File: config.mk
export PLATFORM = sky130hd
export DESIGN_NAME = ean13_scan_controller_flat
export DESIGN_NICKNAME = d
export VERILOG_FILES = /design/src/rtl/ean13_scan_controller_if.sv /design/src/rtl/ean13_scan_controller.sv /design/src/flat_wrapper.sv
export SDC_FILE = /design/constraint.sdc
export NUM_CORES = 1
export LEC_CHECK = 0
export BUFFER_PORTS_ARGS = -buffer_cell sky130_fd_sc_hd__buf_2
export CELL_PAD_IN_SITES_DETAIL_PLACEMENT = 1
export CELL_PAD_IN_SITES_GLOBAL_PLACEMENT = 2
export CORE_ASPECT_RATIO = 1.1
export CORE_MARGIN = 5
export CORE_UTILIZATION = 42
export CTS_CLUSTER_DIAMETER = 200
export DETAILED_ROUTE_END_ITERATION = 10
export PLACE_DENSITY = 0.92
export SLEW_MARGIN = 20
export SYNTH_ARGS = -nofsm -noshare
export SYNTH_HDL_FRONTEND = slang
export SYNTH_SLANG_ARGS = --single-unit
File: constraint.sdc
create_clock -name iClk -period 21.1 [get_ports iClk]
set_input_delay 6.33 -clock iClk [delete_from_list [all_inputs] [get_ports iClk]]
set_output_delay 6.33 -clock iClk [all_outputs]
set_load 0.01 [all_outputs]
File: src/rtl/ean13_scan_controller_if.sv
// Publish channel from the scan controller to the downstream code consumer.
// oCode/oCodeValid flow towards the consumer, iCodeReady flows back.
interface ean13_scan_controller_if;
    logic [51:0] oCode;
    logic        oCodeValid;
    logic        iCodeReady;

    // A transfer completes on any clock edge where oCodeValid and iCodeReady
    // are both high. oCode holds steady while oCodeValid=1 and iCodeReady=0.
    modport master (
        output oCode,
        output oCodeValid,
        input  iCodeReady
    );

    modport slave (
        input  oCode,
        input  oCodeValid,
        output iCodeReady
    );
endinterface

File: src/rtl/ean13_scan_controller.sv
// EAN-13 frame controller: gates the scan band, checksum-validates each decode,
// majority-votes the valid codes and publishes the winner at every frame close.
module ean13_scan_controller #(
    parameter int V_TOTAL         = 24,
    parameter int SCAN_LINE_FIRST = 0,
    parameter int SCAN_LINE_LAST  = 15,
    parameter int MIN_VOTES       = 3,
    parameter int VOTE_WIDTH      = 5,
    localparam int VW             = $clog2(V_TOTAL) + 1
) (
    input  logic                  iClk,
    input  logic                  iRst,
    input  logic                  iFrameStart,
    input  logic [VW-1:0]         iVpixel,
    input  logic                  iNewData,
    input  logic [51:0]           iDataCode,
    output logic                  oScanEnable,
    output logic [VOTE_WIDTH-1:0] oVotes,
    output logic [7:0]            oErrCount,
    output logic                  oOverrun,
    output logic [1:0]            oState,
    ean13_scan_controller_if.master code_if
);

    typedef enum logic [1:0] {
        IDLE  = 2'd0,
        CHECK = 2'd1,
        VOTE  = 2'd2
    } state_t;

    state_t                state_q, state_d;
    logic [51:0]           cand_q, cand_d;
    logic [7:0]            sum_q, sum_d;
    logic [3:0]            k_q, k_d;
    logic                  bad_q, bad_d;
    logic [51:0]           leader_q, leader_d;
    logic [VOTE_WIDTH-1:0] votes_q, votes_d;
    logic [7:0]            err_frame_q, err_frame_d;
    logic [7:0]            err_count_q, err_count_d;
    logic [51:0]           code_q, code_d;
    logic                  code_valid_q, code_valid_d;
    logic                  scan_en_q, scan_en_d;
    logic                  overrun_q, overrun_d;

    logic [5:0]            nib_lsb;
    logic [3:0]            nib;
    logic                  pass;
    logic                  slot_free;

    // State register and all datapath flops
    always_ff @(posedge iClk or posedge iRst) begin
        if (iRst) begin
            state_q      <= IDLE;
            cand_q       <= '0;
            sum_q        <= '0;
            k_q          <= '0;
            bad_q        <= 1'b0;
            leader_q     <= '0;
            votes_q      <= '0;
            err_frame_q  <= '0;
            err_count_q  <= '0;
            code_q       <= '0;
            code_valid_q <= 1'b0;
            scan_en_q    <= 1'b0;
            overrun_q    <= 1'b0;
        end else begin
            state_q      <= state_d;
            cand_q       <= cand_d;
            sum_q        <= sum_d;
            k_q          <= k_d;
            bad_q        <= bad_d;
            leader_q     <= leader_d;
            votes_q      <= votes_d;
            err_frame_q  <= err_frame_d;
            err_count_q  <= err_count_d;
            code_q       <= code_d;
            code_valid_q <= code_valid_d;
            scan_en_q    <= scan_en_d;
            overrun_q    <= overrun_d;
        end
    end

    // Next-state logic; a frame close abandons any candidate still being checked
    always_comb begin
        state_d = state_q;
        case (state_q)
            IDLE: begin
                if (iNewData) state_d = CHECK;
            end
            CHECK: begin
                if (iFrameStart)       state_d = IDLE;
                else if (k_q == 4'd12) state_d = VOTE;
            end
            VOTE:    state_d = IDLE;
            default: state_d = IDLE;
        endcase
    end

    // Digit k sits at nibble 12-k, so digit 0 is the top nibble
    assign nib_lsb   = {(4'd12 - k_q), 2'b00};
    assign nib       = cand_q[nib_lsb +: 4];
    assign pass      = !bad_q && (sum_q % 8'd10 == 8'd0);
    assign slot_free = !code_valid_q || code_if.iCodeReady;

    // Datapath and outputs
    always_comb begin
        cand_d       = cand_q;
        sum_d        = sum_q;
        k_d          = k_q;
        bad_d        = bad_q;
        leader_d     = leader_q;
        votes_d      = votes_q;
        err_frame_d  = err_frame_q;
        err_count_d  = err_count_q;
        code_d       = code_q;
        code_valid_d = code_valid_q;
        overrun_d    = 1'b0;
        scan_en_d    = (int'(iVpixel) >= SCAN_LINE_FIRST) &&
                       (int'(iVpixel) <= SCAN_LINE_LAST);

        case (state_q)
            IDLE: begin
                if (iNewData) begin
                    cand_d = iDataCode;
                    sum_d  = '0;
                    k_d    = '0;
                    bad_d  = 1'b0;
                end
            end
            CHECK: begin
                if (nib > 4'd9) bad_d = 1'b1;
                sum_d = sum_q + {4'b0000, nib} +
                        (k_q[0] ? {3'b000, nib, 1'b0} : 8'd0);
                k_d   = k_q + 4'd1;
                if (iNewData) overrun_d = 1'b1;
            end
            VOTE: begin
                if (iNewData) overrun_d = 1'b1;
                if (!pass) begin
                    if (err_frame_q != 8'hFF) err_frame_d = err_frame_q + 8'd1;
                end else if (cand_q == leader_q) begin
                    if (votes_q != '1) votes_d = votes_q + 1'b1;
                end else if (votes_q == '0) begin
                    leader_d = cand_q;
                    votes_d  = {{(VOTE_WIDTH-1){1'b0}}, 1'b1};
                end else begin
                    votes_d = votes_q - 1'b1;
                end
            end
            default: ;
        endcase

        if (code_valid_q && code_if.iCodeReady) code_valid_d = 1'b0;

        // Frame close sees this cycle's vote/error update
        if (iFrameStart) begin
            if (int'(votes_d) >= MIN_VOTES) begin
                if (slot_free) begin
                    code_d       = leader_d;
                    code_valid_d = 1'b1;
                end else begin
                    overrun_d = 1'b1;
                end
            end
            err_count_d = err_frame_d;
            err_frame_d = '0;
            leader_d    = '0;
            votes_d     = '0;
        end
    end

    assign oScanEnable        = scan_en_q;
    assign oVotes             = votes_q;
    assign oErrCount          = err_count_q;
    assign oOverrun           = overrun_q;
    assign oState             = state_q;
    assign code_if.oCode      = code_q;
    assign code_if.oCodeValid = code_valid_q;

endmodule

File: src/flat_wrapper.sv
// flat-port wrapper written by rule: the top's interface ports become plain ports
module ean13_scan_controller_flat 
#(
    parameter int V_TOTAL         = 24,
    parameter int SCAN_LINE_FIRST = 0,
    parameter int SCAN_LINE_LAST  = 15,
    parameter int MIN_VOTES       = 3,
    parameter int VOTE_WIDTH      = 5,
    localparam int VW             = $clog2(V_TOTAL) + 1
)
  (iClk, iRst, iFrameStart, iVpixel, iNewData, iDataCode, oScanEnable, oVotes, oErrCount, oOverrun, oState, code_if_oCode, code_if_oCodeValid, code_if_iCodeReady);
  ean13_scan_controller_if code_if_i ();
  input  logic iClk;
  input  logic iRst;
  input  logic iFrameStart;
  input  logic [VW-1:0] iVpixel;
  input  logic iNewData;
  input  logic [51:0] iDataCode;
  output logic oScanEnable;
  output logic [VOTE_WIDTH-1:0] oVotes;
  output logic [7:0] oErrCount;
  output logic oOverrun;
  output logic [1:0] oState;
  output wire logic [$bits(code_if_i.oCode)-1:0] code_if_oCode;
  output wire logic [$bits(code_if_i.oCodeValid)-1:0] code_if_oCodeValid;
  input wire logic [$bits(code_if_i.iCodeReady)-1:0] code_if_iCodeReady;
  assign code_if_oCode = code_if_i.oCode;
  assign code_if_oCodeValid = code_if_i.oCodeValid;
  assign code_if_i.iCodeReady = code_if_iCodeReady;
  ean13_scan_controller #(.V_TOTAL(V_TOTAL), .SCAN_LINE_FIRST(SCAN_LINE_FIRST), .SCAN_LINE_LAST(SCAN_LINE_LAST), .MIN_VOTES(MIN_VOTES), .VOTE_WIDTH(VOTE_WIDTH)) u_core (.iClk(iClk), .iRst(iRst), .iFrameStart(iFrameStart), .iVpixel(iVpixel), .iNewData(iNewData), .iDataCode(iDataCode), .oScanEnable(oScanEnable), .oVotes(oVotes), .oErrCount(oErrCount), .oOverrun(oOverrun), .oState(oState), .code_if(code_if_i));
endmodule
==> impl_metrics.ini, run 1 <==
[synth]
synth-compound-area-share_pct = 14.7
synth_ff_type = dfrtp_1
synthTopCellsByArea = dfrtp_1 48%, mux2i_1 8.0%, o31ai_2 6.2%
synth_cell_types = 63
synth.top_cells.by_count = 195 x dfrtp_1, 89 x nor2_1, 81 x mux2i_1, 60 x xnor2_1, 53 x mux2_2
synthAdderAreaFrac_pct = 2.64
muxShareOfSynthArea_pct = 15.8
synth_area_um2 = 10100
synth.largest_area_cell = dfrtp_1
yosysWarningCount = 0
synth-xor-area-share_pct = 5.71
ys_ff_latch = 195
syn_inst = 889
syn-num-nets = 971
synth-simple-area-share_pct = 8.80
syn_avg_cell_area_um2 = 11.4
synth-edff-count = 0
synthArstFlopShare_pct = 100
synth.most_common_cell = dfrtp_1
ys_seq_area_share_pct = 48.2
synth_top_cell_area_share_pct = 48.2
synth_top_family_by_area = multiplexers

[sta]
setup_ws_ns = 13.20
fin_tns_setup_ns = 0
worst_pin_slew_ns = 1.03
fmax_mhz = 127
hold_viol = 0
setup_violations = 0
fin_crit_ns = 7.90
slew_violations = 0
finClkSkew_ns = 0.00885
rsz0062_at_grt = no
relSlewSlack_pct = 31.0
fin_crit_sh_pct = 37.4

[worst_setup_path]
cp_data_arrival_time_ns = 8.24
crit_fanout = 70
critical_path.max_stage_delay_ns = 0.79
criticalPathCategory = in2reg
endpoint_kind = flop
cp_cell_sequence = buf_2, nand2b_1, nand2_4, buf_4, o21ai_0, o31ai_2
crit_required_ns = 21.44
cp_slowest_cell = buf_4
cp-start-kind = input port

[cts]
clock_path_buffers = 2
tritoncts.num_buffers = 17
holdBufCountCts = 0
numClockSinks = 195
cts_resized = 0
cts_tree = yes
post_cts.repair.setup_buffers = 0
cts_root_buffer = clkbuf_16
clk_pin_slew_ns = 0.07
htreeDepth = 4
worst_skew_pair.late_latency_ns = 0.44

[drt]
viasPerCell = 5.61
drt.antenna.violating_nets = 0
drt_iter0_markers = 323
num_vias = 7287
routedWlPerCell_um = 21.5
first_pass_iters = 5
drc_errors = 0
drt_wl_total_mm = 27.9

[grt]
met2_usage_pct = 35.0
grt_util_met1_pct = 27.5
grt_pass1_vias = 8021
grt_antenna_before_repair = 0
grt_use_met3_pct = 3.60
track_usage_pct = 20.9
grt_max_degree = 135
grt_pass1_wl_mm = 45.1
grt-busiest-layer = met2
grt_remaining_overflow = 0

[place]
finalWeightedCongestion = 0.785
dp_slack_ns = 12.75
dp_hpwl_mm = 19.4
io_buffer_count = 128
dp_cells = 1267

[die]
dieArea_um2 = 27300
num_rows = 59
die_x_um = 158
initial_core_util_pct = 42.7
ios = 133
core_um2 = 23700
die_h_um = 173

[cells_and_area]
fin_nets = 1063
utilization_pct = 48.5
nFillCells = 2573
register_area_um2 = 4880
area_growth_pct = 13.6
multi_input_area_um2 = 4840
stdcell_count = 1299
drive_above_1_share_pct = 29.6
n_antenna_cell = 0

[power]
power.total_mw = 1.83
p_sw_share_pct = 42.3
p_leak_nw = 4.97
p_int_mw = 1.06
p_sw_uw = 773
p_per_area_nw_per_um2 = 159
comb_power_share_pct = 47.2
seqPwrFrac_pct = 34.5
ir_worst_vdd_mv = 0.0982
pwr-share-clk_pct = 18.3

[flow_run]
drv_cap = 0

[min_path]
hp-class = reg2reg

[outcome]
outcome = complete, no violations
flip-flops by register name, summed over array words and instances, names as in the netlist:
name	cells
u_core.cand_q	52
u_core.code_if.oCode	52
u_core.leader_q	52
u_core.err_frame_q	8
u_core.oErrCount	8
u_core.sum_q	8
u_core.oVotes	5
u_core.k_q	4
u_core.oState	2
u_core.bad_q	1
u_core.code_if.oCodeValid	1
u_core.oOverrun	1
u_core.oScanEnable	1
routing by layer:
metal / up-vias / share of wire, %
met1: 3758 / 43
met4: 0 / 2.8
met2: 144 / 51
li1: 3344 / -
met5: - / 0
met3: 41 / 3.5
final timing paths:
kind	from	to	slack, ns	depth (start not counted)
max	code_if_iCodeReady	u_core.code_if.oCode[23]	13.20	6
min	u_core.code_if.oCode[31]	u_core.code_if.oCode[31]	0.50	2
max reg2reg	u_core.cand_q[2]	u_core.code_if.oCode[48]	16.20	10
min reg2reg	u_core.code_if.oCode[31]	u_core.code_if.oCode[31]	0.50	2
max in group asynchronous	iRst	u_core.code_if.oCode[18]	13.62	3
min in group asynchronous	iRst	u_core.code_if.oCode[48]	6.09	2
power by group through the flow:
| stage | Sequential [mW] | Clock (mW) | Combinational, mW |
|---|---|---|---|
| 6_report | 0.631 | 0.335 | 0.863 |
| 5_1_grt | 0.649 | 0.357 | 0.944 |
| 4_1_cts | 0.632 | 0.340 | 0.870 |
| 3_5_place_dp | 0.636 | 0 | 0.861 |
| 3_3_place_gp | 0.626 | 0 | 0.821 |
| 2_1_floorplan | 0.615 | 0 | 0.618 |
worst max-delay path: cells and delay by family:
kind            cells  cell delay [ns]
compound gates      2             0.32
buf+inv             2             0.88
simple gates        2             0.64
per-stage QoR:
step	hold slack [ns]	area [µm²]
after floorplan	0.509	10100
after global placement	0.477	10900
after detailed placement	0.482	10900
after CTS	0.499	11500
after global routing	0.524	11500
final	0.501	11500
logic make-up after synthesis:
group           count (synthesis)
buf+inv                        87
mux                           143
simple gates                  193
flops                         195
compound gates                186
xor+xnor                       66
fa+ha+maj                      19
area by class of cell:
class / count / area share [%]
timing repair buffer: 136 / 6.09
clock buffer: 17 / 3.70
clock inverter: 15 / 1.52
inverter: 24 / 0.849
tap: 305 / 3.32
sequential: 195 / 42.4
multi-input combinational: 607 / 42.1
placed cells by master (no fill, tap or decap), types with 10 or more instances in the layout:
cell type	count
nor2_1	89
xnor2_1	60
dfrtp_1	195
a21oi_1	23
nand2b_1	10
buf_2	128
nor3_1	16
nand2_1	33
o21ai_1	41
o21ai_0	27
inv_1	22
mux2_2	53
mux2i_1	81
o31ai_2	50
clkbuf_16	17
nand4_1	18
ha_1	15
(Power assumes the default switching activity.)
==> run 2, diff against run 1 <==
--- a/config.mk
+++ b/config.mk
@@ -5,15 +5,16 @@
 export SDC_FILE = /design/constraint.sdc
 export NUM_CORES = 1
 export LEC_CHECK = 0
+export ABC_AREA = 1
 export BUFFER_PORTS_ARGS = -buffer_cell sky130_fd_sc_hd__buf_2
 export CELL_PAD_IN_SITES_DETAIL_PLACEMENT = 1
 export CELL_PAD_IN_SITES_GLOBAL_PLACEMENT = 2
 export CORE_ASPECT_RATIO = 1.1
 export CORE_MARGIN = 5
-export CORE_UTILIZATION = 42
+export CORE_UTILIZATION = 31
 export CTS_CLUSTER_DIAMETER = 200
 export DETAILED_ROUTE_END_ITERATION = 10
-export PLACE_DENSITY = 0.92
+export PLACE_DENSITY = 0.82
 export SLEW_MARGIN = 20
 export SYNTH_ARGS = -nofsm -noshare
 export SYNTH_HDL_FRONTEND = slang
==> constraint.sdc (replaced) <==
create_clock -name iClk -period 6.6 [get_ports iClk]
set_input_delay 1.98 -clock iClk [delete_from_list [all_inputs] [get_ports iClk]]
set_output_delay 1.98 -clock iClk [all_outputs]
set_load 0.01 [all_outputs]
==> run 2 against run 1 <==
Synthesized cell count is 39% higher. Final cell count is 36% higher. Worst hold slack worse by 0.032 ns. Critical path depth is 14 higher. Combinational power grew to 2.7 times the previous value. Count of clock-buffer cells in the layout is 2 higher. Clock skew is 0.0044 ns higher.
==> impl_metrics.ini, run 2 <==
[grt]
met2_usage_pct = 27.8
grt_util_met1_pct = 21.9
grt_max_degree = 155
grt_pass1_wl_mm = 47.4
grt_use_met3_pct = 2.62
grt-busiest-layer = met2
track_usage_pct = 16.3
grt_remaining_overflow = 0
grt_antenna_before_repair = 0
grt_pass1_vias = 8911

[cells_and_area]
n_antenna_cell = 0
postLayoutCellArea_um2 = 11600
drive_above_1_share_pct = 14.7
final_common_cell = nand2_1
final_cell_mix = 255 x nand2_1, 195 x dfrtp_1, 154 x inv_1, 150 x nor2_1, 127 x buf_2
area_growth_pct = 15.8
fin_nets = 1406

[sta]
hold_viol = 0
slew_violations = 0
fmax_mhz = 216
setup_violations = 0
rsz0062_at_grt = no
finClkSkew_ns = 0.0133
fin_tns_setup_ns = 0
fin_crit_sh_pct = 70.1
fin_crit_ns = 4.63
relSlewSlack_pct = 25.6
worst_pin_slew_ns = 1.12

[power]
ir_worst_vdd_mv = 0.233
p_leak_nw = 5.90
p_per_area_nw_per_um2 = 445

[die]
dieArea_um2 = 36000
initial_core_util_pct = 31.2
die_h_um = 199
num_rows = 69
die_x_um = 181
ios = 133
core_um2 = 32100

[synth]
synth_ff_type = dfrtp_1
synth.largest_area_cell = dfrtp_1
synth-edff-count = 0
syn_avg_cell_area_um2 = 8.13
synth_top_cell_area_share_pct = 48.7
synth_cell_types = 41
syn-num-nets = 1315
synth_area_um2 = 10000
ys_ff_latch = 195
synthArstFlopShare_pct = 100
synth.top_cells.by_count = 257 x nand2_1, 195 x dfrtp_1, 155 x inv_1, 150 x nor2_1, 79 x a21oi_1
synth.most_common_cell = nand2_1
synthTopCellsByArea = dfrtp_1 49%, nand2_1 9.6%, inv_1 5.8%
ys_seq_area_share_pct = 48.7
yosysWarningCount = 0
syn_inst = 1233

[worst_setup_path]
reg2reg_from = u_core.k_q[0]
crit_fanout = 16
critical_path.max_stage_delay_ns = 0.55
cp_data_arrival_time_ns = 4.93
path_common_cell = nor2_1
cp_slowest_cell = ha_1
crit_required_ns = 6.91
worstSetupStartpoint = u_core.k_q[0]
cp-start-kind = flop
cp_top_family = adder cells
endpoint_kind = flop
criticalPathCategory = reg2reg
cp_num_buf_inv = 4
cp_cell_sequence = inv_1, ha_1, inv_1, o21ai_0, a21oi_1, o311ai_0, nand2_1, inv_1, nand2_1, fa_1, inv_1, fa_1, a21oi_1, nor2_1, nor2_1, nor2_1, nor2_1, nor2_1, a21oi_1, nor3_1

[cts]
clk_pin_slew_ns = 0.07
post_cts.repair.setup_buffers = 0
numClockSinks = 195
cts_tree = yes
htreeDepth = 4
cts_root_buffer = clkbuf_16
clock_path_buffers = 2
worst_skew_pair.late_latency_ns = 0.44
tritoncts.num_buffers = 17
cts_resized = 0
holdBufCountCts = 0

[min_path]
hp-class = reg2reg
holdCritStartpoint = u_core.code_if.oCode[39]

[drt]
drc_errors = 0
viasPerCell = 4.79
routedWlPerCell_um = 16.6
first_pass_iters = 4
drt_wl_total_mm = 29.2
drt_iter0_markers = 372
drt.antenna.violating_nets = 0
num_vias = 8452

[place]
io_buffer_count = 128
dp_hpwl_mm = 19.8
place_area_um2 = 11000
finalWeightedCongestion = 0.785

[outcome]
outcome = complete, no violations

[flow_run]
drv_cap = 0
==> run 2: changes by cell type in the layout (fill, tap and decap cells not counted), moves of 22 or more <==
cell / change
o31ai_2: -50
o21ai_1: -35
mux2_2: -45
mux2i_1: -80
inv_1: +132
a21oi_1: +56
nand4_1: +50
o21ai_0: +51
xor2_1: +22
nand2_1: +222
nor2_1: +61
xnor2_1: -30
==> run 2: tightest hold or removal path: cells and delay by family, from the launching register on <==
family           cells  cell delay [ns]
and+or+nand+nor      2             0.09
DFF                  1             0.34
==> run 2: area by class of cell <==
class,count,area (µm²)
Clock buffer,19,453
Clock inverter,13,173
Fill cell,3952,20500
Inverter,155,586
Multi-Input combinational cell,819,4270
Sequential cell,195,4880
Tap cell,426,533
Timing Repair Buffer,136,716
==> run 2: power breakdown <==
part | switching (mW) | total, mW | leakage, nW | internal [mW]
combinational | 1.50 | 2.29 | 3.07 | 0.794
clock | 0.493 | 1.12 | 0.298 | 0.623
sequential | 0.249 | 1.75 | 2.53 | 1.51
total | 2.24 | 5.17 | 5.90 | 2.92
==> run 2: cell families after synthesis <==
family          count (synthesis)  synth area share [%]
fa+ha+maj                      19                  2.67
simple gates                  546                  23.8
flops                         195                  48.7
buf+inv                       219                  8.84
mux                             9                 0.999
xor+xnor                       58                  5.07
compound gates                187                  9.99
==> run 2: worst paths after layout <==
| check | endpoint | slack, ns | depth (start not counted) |
|---|---|---|---|
| setup / recovery | u_core.sum_q[7] | 1.97 | 20 |
| hold / removal | u_core.code_if.oCode[39] | 0.47 | 2 |
| setup reg to reg | u_core.sum_q[7] | 1.97 | 20 |
| hold reg to reg | u_core.code_if.oCode[39] | 0.47 | 2 |
| max in group asynchronous | u_core.cand_q[26] | 3.75 | 4 |
| min in group asynchronous | u_core.code_if.oCode[1] | 1.41 | 2 |
==> run 2: per-stage QoR <==
step	util (%)	setup slack [ns]	total power [mW]	std cells	hold slack, ns
2_1_floorplan	-	2.10	3.39	1233	0.496
4_1_cts	36.1	1.96	5.24	1763	0.475
3_5_place_dp	34.2	1.98	4.10	1731	0.453
5_1_grt	36.1	1.50	5.61	1763	0.493
6_report	36.1	1.97	5.17	1763	0.469
3_3_place_gp	34.2	2.11	4.03	1731	0.449
==> run 2: metal layers <==
layer / vias to the layer above / part of all wire (%) / routed length (µm)
li1: 4130 / - / -
met1: 4197 / 48 / 14000
met2: 104 / 48 / 14100
met3: 21 / 2.7 / 781
met4: 0 / 1.2 / 338
met5: - / 0 / 0
